===== src/rtl/stream_mux.sv =====
// Registered N:1 multiplexer for valid/ready streams.
// Fixed-select or round-robin arbitration feeds a single output register stage.
module stream_mux #(
  parameter int unsigned DataWidth   = 32,
  parameter int unsigned NumSel      = 4,
  parameter int unsigned NumSelWidth = $clog2(NumSel)
) (
  input  logic                          clk_i,
  input  logic                          rst_i,
  input  logic                          mode_i,
  input  logic [NumSelWidth-1:0]        sel_i,
  input  logic [NumSel-1:0]             valid_i,
  output logic [NumSel-1:0]             ready_o,
  input  logic [NumSel*DataWidth-1:0]   data_i,
  output logic                          valid_o,
  input  logic                          ready_i,
  output logic [DataWidth-1:0]          data_o,
  output logic [NumSelWidth-1:0]        src_o
);

  localparam logic [NumSelWidth:0] NumSelExt  = (NumSelWidth+1)'(NumSel);
  localparam logic [NumSelWidth-1:0] LastIdx  = NumSelWidth'(NumSel - 1);

  logic                   r_valid;
  logic [DataWidth-1:0]   r_data;
  logic [NumSelWidth-1:0] r_src;
  logic [NumSelWidth-1:0] r_ptr;

  logic [DataWidth-1:0]   w_data_arr [NumSel];
  logic                   w_load;
  logic                   w_fix_vld;
  logic                   w_rr_vld;
  logic [NumSelWidth-1:0] w_rr_gnt;
  logic [NumSelWidth:0]   w_sum;
  logic [NumSelWidth-1:0] w_idx;
  logic [NumSelWidth-1:0] w_gnt;
  logic                   w_gnt_vld;
  logic                   w_xfer_in;

  // Unpack the flat payload bus into one word per channel
  for (genvar k = 0; k < NumSel; k++) begin : g_unpack
    assign w_data_arr[k] = data_i[k*DataWidth +: DataWidth];
  end

  // Output stage can take a new beat when empty or draining this cycle
  assign w_load = !r_valid | ready_i;

  // Fixed-select grant; an out-of-range index never grants
  always_comb begin
    w_fix_vld = 1'b0;
    if ({1'b0, sel_i} < NumSelExt) begin
      w_fix_vld = valid_i[sel_i];
    end
  end

  // Round-robin scan starting at the pointer, wrapping at NumSel-1
  always_comb begin
    w_rr_vld = 1'b0;
    w_rr_gnt = '0;
    w_sum    = '0;
    w_idx    = '0;
    for (int i = 0; i < NumSel; i++) begin
      w_sum = {1'b0, r_ptr} + (NumSelWidth+1)'(i);
      if (w_sum >= NumSelExt) begin
        w_sum = w_sum - NumSelExt;
      end
      w_idx = w_sum[NumSelWidth-1:0];
      if (!w_rr_vld && valid_i[w_idx]) begin
        w_rr_vld = 1'b1;
        w_rr_gnt = w_idx;
      end
    end
  end

  assign w_gnt     = mode_i ? w_rr_gnt : sel_i;
  assign w_gnt_vld = mode_i ? w_rr_vld : w_fix_vld;
  // Nothing is consumed upstream while reset is asserted
  assign w_xfer_in = w_load & w_gnt_vld & !rst_i;

  // One-hot ready towards the granted channel (comb path from ready_i)
  always_comb begin
    ready_o = '0;
    for (int k = 0; k < NumSel; k++) begin
      ready_o[k] = w_xfer_in & (w_gnt == NumSelWidth'(k));
    end
  end

  // Output register and round-robin pointer
  always_ff @(posedge clk_i) begin
    if (rst_i) begin
      r_valid <= 1'b0;
      r_data  <= '0;
      r_src   <= '0;
      r_ptr   <= '0;
    end else begin
      if (w_load) begin
        r_valid <= w_gnt_vld;
        if (w_gnt_vld) begin
          r_data <= w_data_arr[w_gnt];
          r_src  <= w_gnt;
        end
      end
      if (w_xfer_in && mode_i) begin
        r_ptr <= (w_gnt == LastIdx) ? '0 : w_gnt + NumSelWidth'(1);
      end
    end
  end

  assign valid_o = r_valid;
  assign data_o  = r_data;
  assign src_o   = r_src;

endmodule


===== config.mk =====
export PLATFORM = sky130hd
export DESIGN_NAME = stream_mux
export DESIGN_NICKNAME = d
export VERILOG_FILES = /design/src/rtl/stream_mux.sv
export SDC_FILE = /design/constraint.sdc
export NUM_CORES = 1
export LEC_CHECK = 0
export ABC_AREA = 1
export BUFFER_PORTS_ARGS = -buffer_cell sky130_fd_sc_hd__buf_2
export CORE_UTILIZATION = 45
export CTS_CLUSTER_DIAMETER = 30
export DETAILED_ROUTE_END_ITERATION = 10
export PLACE_DENSITY = 0.91
export SLEW_MARGIN = 20
export SYNTH_ARGS = -nofsm -noshare
export SYNTH_HDL_FRONTEND = slang
export SYNTH_SLANG_ARGS = --single-unit

===== constraint.sdc =====
create_clock -name clk_i -period 2.6 [get_ports clk_i]
set_clock_uncertainty 0.2 [all_clocks]
set_input_delay 0.26 -clock clk_i [delete_from_list [all_inputs] [get_ports clk_i]]
set_output_delay 0.26 -clock clk_i [all_outputs]
set_load 0.01 [all_outputs]

-- Word-level counts from Yosys, hierarchy flattened
Cells that the tools add are included.
- $add $sub $neg: 8
- $lt $le $gt $ge: 10
- eq/ne operators: 3
- multiplexer cells: 28
- bitwise logic cells: 8
- reductions and logical operators: 11
- operators with widths (operator ; count):
    binary-select mux 32 bit (select 2 bit) ; 1
    two-way mux 32 bit ; 2
    two-way mux 2 bit ; 10
    less-than comparator 2 x 3 -> 1 bit, second input constant ; 5
    >= comparator 3 bit, second input constant ; 4
    binary-select mux 1 bit (select 2 bit) ; 5
    two-way mux 1 bit ; 10
    subtractor 2 x 1 -> 2 bit, second input constant ; 4
    adder 2 x 2 -> 3 bit, second input constant ; 2
    AND 1 bit ; 6
    logical NOT 1 bit ; 5
    == test 2 bit, second input constant ; 2
    logical AND 1 bit ; 4
    adder 2 x 1 -> 3 bit, second input constant ; 1
    >= comparator 2 x 3 -> 1 bit, second input constant ; 1
    NOT 2 -> 3 bit ; 1
    adder 2 x 1 -> 2 bit, second input constant ; 1
    == test 2 x 1 -> 1 bit, second input constant ; 1
    logical NOT 2 bit ; 1
    AND reduction 2 bit ; 1
    bitwise OR 1 bit ; 1
- register bits after elaboration: 37
- logic and storage cells: 72

-- Logic depth before layout (Yosys ltp)
- depth in word-level cells: 19
- gate-level depth with buffers: 17

-- Worst setup path after synthesis
No wires, ideal clock.
- path kind: register to output
- from: register r_ptr[0]
- to: output port ready_o[2]
- data arrival time: 1794 ps
- data required time: 2140 ps
- slack: 346 ps
- stages on the path, launching flop included: 12
- buffers on the path: 3
- path through: dfxtp_1 buf_6 nand2_1 nand3_2 nand2_2 nor2_4 nand4_1 nand3_1 nand2_2 buf_4 buf_4 nor3_1
- longest elaborated chain between the ends: 18
- elaborated cells between the ends (all ways): 43
- classes of those cells: 7 x add/sub; 4 x order compare; 1 x eq/ne; 22 x mux; 3 x bitwise; 6 x reduce/logical
- ends and longest elaborated chain (item ; RTL line ; text):
    start: declaration ; 27 ; logic [NumSelWidth-1:0] r_ptr;
    start signal: assignment ; 104 ; r_ptr <= (w_gnt == LastIdx) ? '0 : w_gnt + NumSelWidth'(1);
    parallel branches: the longest is 17 deep, another holds adder 2 x 1 -> 3 bit ; n/a ;
    AND 1 bit (*) ; 84 ; ready_o[k] = w_xfer_in & (w_gnt == NumSelWidth'(k));
    end: declaration ; 13 ; output logic [NumSel-1:0] ready_o,
Every way passes the cells marked *. The select of a mux whose other input is x is not followed.

-- Worst setup path after layout
- from: register r_ptr[0]
- to: output port ready_o[3]
Same word-level chain as after synthesis.

==> impl_metrics.toml <==
[placed_design]
port_buffers = 176
dp_slack_ns = -0.04921
post_dp_cell_area_sq_um = 3943
dp_hpwl_um = 7763
gp_congestion = 0.9213

[sta]
relSlewSlack = 0.6821
hold_viol_final = 0
period_share = 0.9971
setup_ws_ns = 0.007602
fmax_mhz = 385.7
worst_slew_pin_slew_ns = 0.4768
rsz0062_at_grt = "true"
slew_viol_final = 0
min_period_ns = 2.592
setup_viol = 0

[worst_hold_path]
worstHoldPathCells = 5
hold_path_class = "primary input to flip-flop"
hp-start = "data_i[96]"
holdPathEnd = "data_o[0]"

[global_routing]
grt_max_degree = 43
gr-usage-all-layers = 0.2768
grt_pass1_vias = 3859
overflow = 0
antenna_found_initial = 0
grt_pass1_wl_um = 16370

[clocking]
cts_root_buffer = "clkbuf_8"
htreeDepth = 2
cts.sinks = 37
cts-buffers-inserted = 5
path_clk_slew_ns = 0.08
clock_path_buffers = 2
clk_latency_ns = 0.28
cts_tree = "built"

[floorplan]
initial_core_util = 0.4762
fp.dieArea_sq_um = 7169
rows = 29
pin_count = 177
die-height_um = 84.67
core_sq_um = 6459
fp.dieW_um = 84.67

[route]
drc = 0
wl_per_cell_um = 13.59
wirelength_um = 10790
vias = 4281
ant_nets = 0
via_per_inst = 5.392
dr.first_iter.drc_count = 283
first_pass_iters = 7

[final_layout]
antennaDiodeCount = 0
final_common_cell = "buf_2"
n_fill_cell = 604
area_growth_pct = 40.40
drive_gt1_frac = 0.3724
mostFrequentLayoutCells = "176 x buf_2, 125 x nand2_1, 124 x nand3_1"
final_nets = 855
stdcell_area_sq_um = 4318

[job]
cap_violations = 0

[setup_path]
required_ns = 2.14
crit_path_start_kind = "flip-flop"
cp_slowest_cell = "dfxtp_4"
r2r-end = "data_o[15]"
crit_path_cell_trace = "buf_6 -> nand2_2 -> nand3_4 -> nand2_4 -> nor2_4 -> nand4_1 -> nand3_4 -> nand2_8 -> nor2_4 -> inv_2 -> nor2_2 -> buf_2"
cpPeakStageDelay_ns = 0.44
worst-r2r-setup-slack_ns = 0.10
crit_fanout = 8
crit_type = "flip-flop to primary output"
end_kind = "primary output"
cp.arrival_ns = 2.13
rr_worst_depth = 15
reg2reg_from = "r_ptr[0]"

[yosys]
avgSynthCellArea_sq_um = 5.716
ys_ff_latch = 37
yosysSeqAreaShare = 0.2408
ys_types = 26
synth.area.top_cells = "dfxtp_1 24%, nand3_1 20%, nand2_1 18%"
netlist_instances = 538
syn_area_sq_um = 3075
yosys_warnings = 0
yosysTopAreaCellShare = 0.2408
syn_nets = 676
synth_area_leader_cell = "dfxtp_1"

[power_and_ir_drop]
p_leak_nw = 2.509
powerDensity_nw_per_um2 = 543.6
power_mw = 2.347
vdd_drop_max_uv = 259.7

[outcome]
status = "completed"
-- repair_timing --
action / 4_1_cts / 5_1_grt
hold buffers: 1 / 0
cloned: 0 / 1
setup endpoints to repair: 26 / 13
pin swaps: 1 / 23
gates resized for setup: 8 / 43
endpoints found under the hold margin: 2 / 0
buffers inserted: 1 / 13
-- logic make-up (layout without fill, tap and decap cells) --
| group | Yosys count | after routing | synth area share |
|---|---|---|---|
| buf+inv | 93 | 272 | 0.1456 |
| flops | 37 | 37 | 0.2408 |
| simple gates | 364 | 364 | 0.5354 |
| compound gates | 44 | 44 | 0.07812 |
-- Yosys cell counts (all sizes together) --
cell / number
nand2: 150
nand3: 137
nor2: 70
inv: 56
o21ai: 38
dfxtp: 37
buf: 24
clkbuf: 13
a21oi: 4
nand4: 3
nor3: 2
nand3b: 1
o211ai: 1
o31ai: 1
or2: 1
-- worst max path at each step --
| stage | startpoint | endpoint | slack (ns) | depth (start not counted) |
|---|---|---|---|---|
| 6_report | r_ptr[0] | ready_o[3] | 0.008 | 12 |
| 5_1_grt | r_ptr[0] | ready_o[2] | -0.09 | 13 |
| 4_1_cts | r_ptr[0] | ready_o[2] | 0.0009 | 14 |
| 3_5_place_dp | r_ptr[0] | data_o[15] | -0.05 | 15 |
| 3_3_place_gp | r_ptr[0] | ready_o[2] | 0.10 | 13 |
| 2_1_floorplan | r_ptr[0] | ready_o[2] | 0.35 | 11 |
-- metal layers --
layer,wire (um),up-vias,global-route usage
li1,-,2077,-
met1,4172,1907,0.3231
met2,5470,253,0.4922
met3,740,44,0.03736
met4,405,0,0.1448
met5,0,-,0
-- critical path: cells and delay by family, from the launching register on --
kind	cells	cell delay (ns)
flops	1	0.44
buf+inv	3	0.32
simple gates	9	1.07
-- cell type report --
type / count / area, sq um / share of cell area
repair buffers: 208 / 1135 / 0.2628
well taps: 77 / 96.34 / 0.02231
multi-input cells: 408 / 2028 / 0.4697
flip-flops and latches: 37 / 748.2 / 0.1733
inverters: 56 / 217.7 / 0.05042
clock buffers: 7 / 86.33 / 0.01999
repair inverters: 1 / 6.256 / 0.001449
-- registers in the layout, indices dropped and copies added, names as in the netlist --
name and flops:
valid_o 1, r_ptr 2, data_o 32, src_o 2
-- report_power, final --
part	switching, mW	internal (mW)
Combinational	0.741	0.482
Sequential	0.0562	0.662
Clock	0.195	0.211
Total	0.992	1.36
-- through the flow --
stage / instances / util / TNS [ns] / hold slack (ns)
finish: 794 / 0.6685 / 0 / 0.07459
global route: 794 / 0.6685 / -0.3343 / 0.09062
CTS: 780 / 0.6312 / 0 / 0.06714
detailed placement: 771 / 0.6104 / -0.4144 / 0.2761
global placement: 771 / 0.6104 / 0 / 0.2630
floorplan: 538 / - / 0 / 0.1291
(Power assumes the default switching activity.)
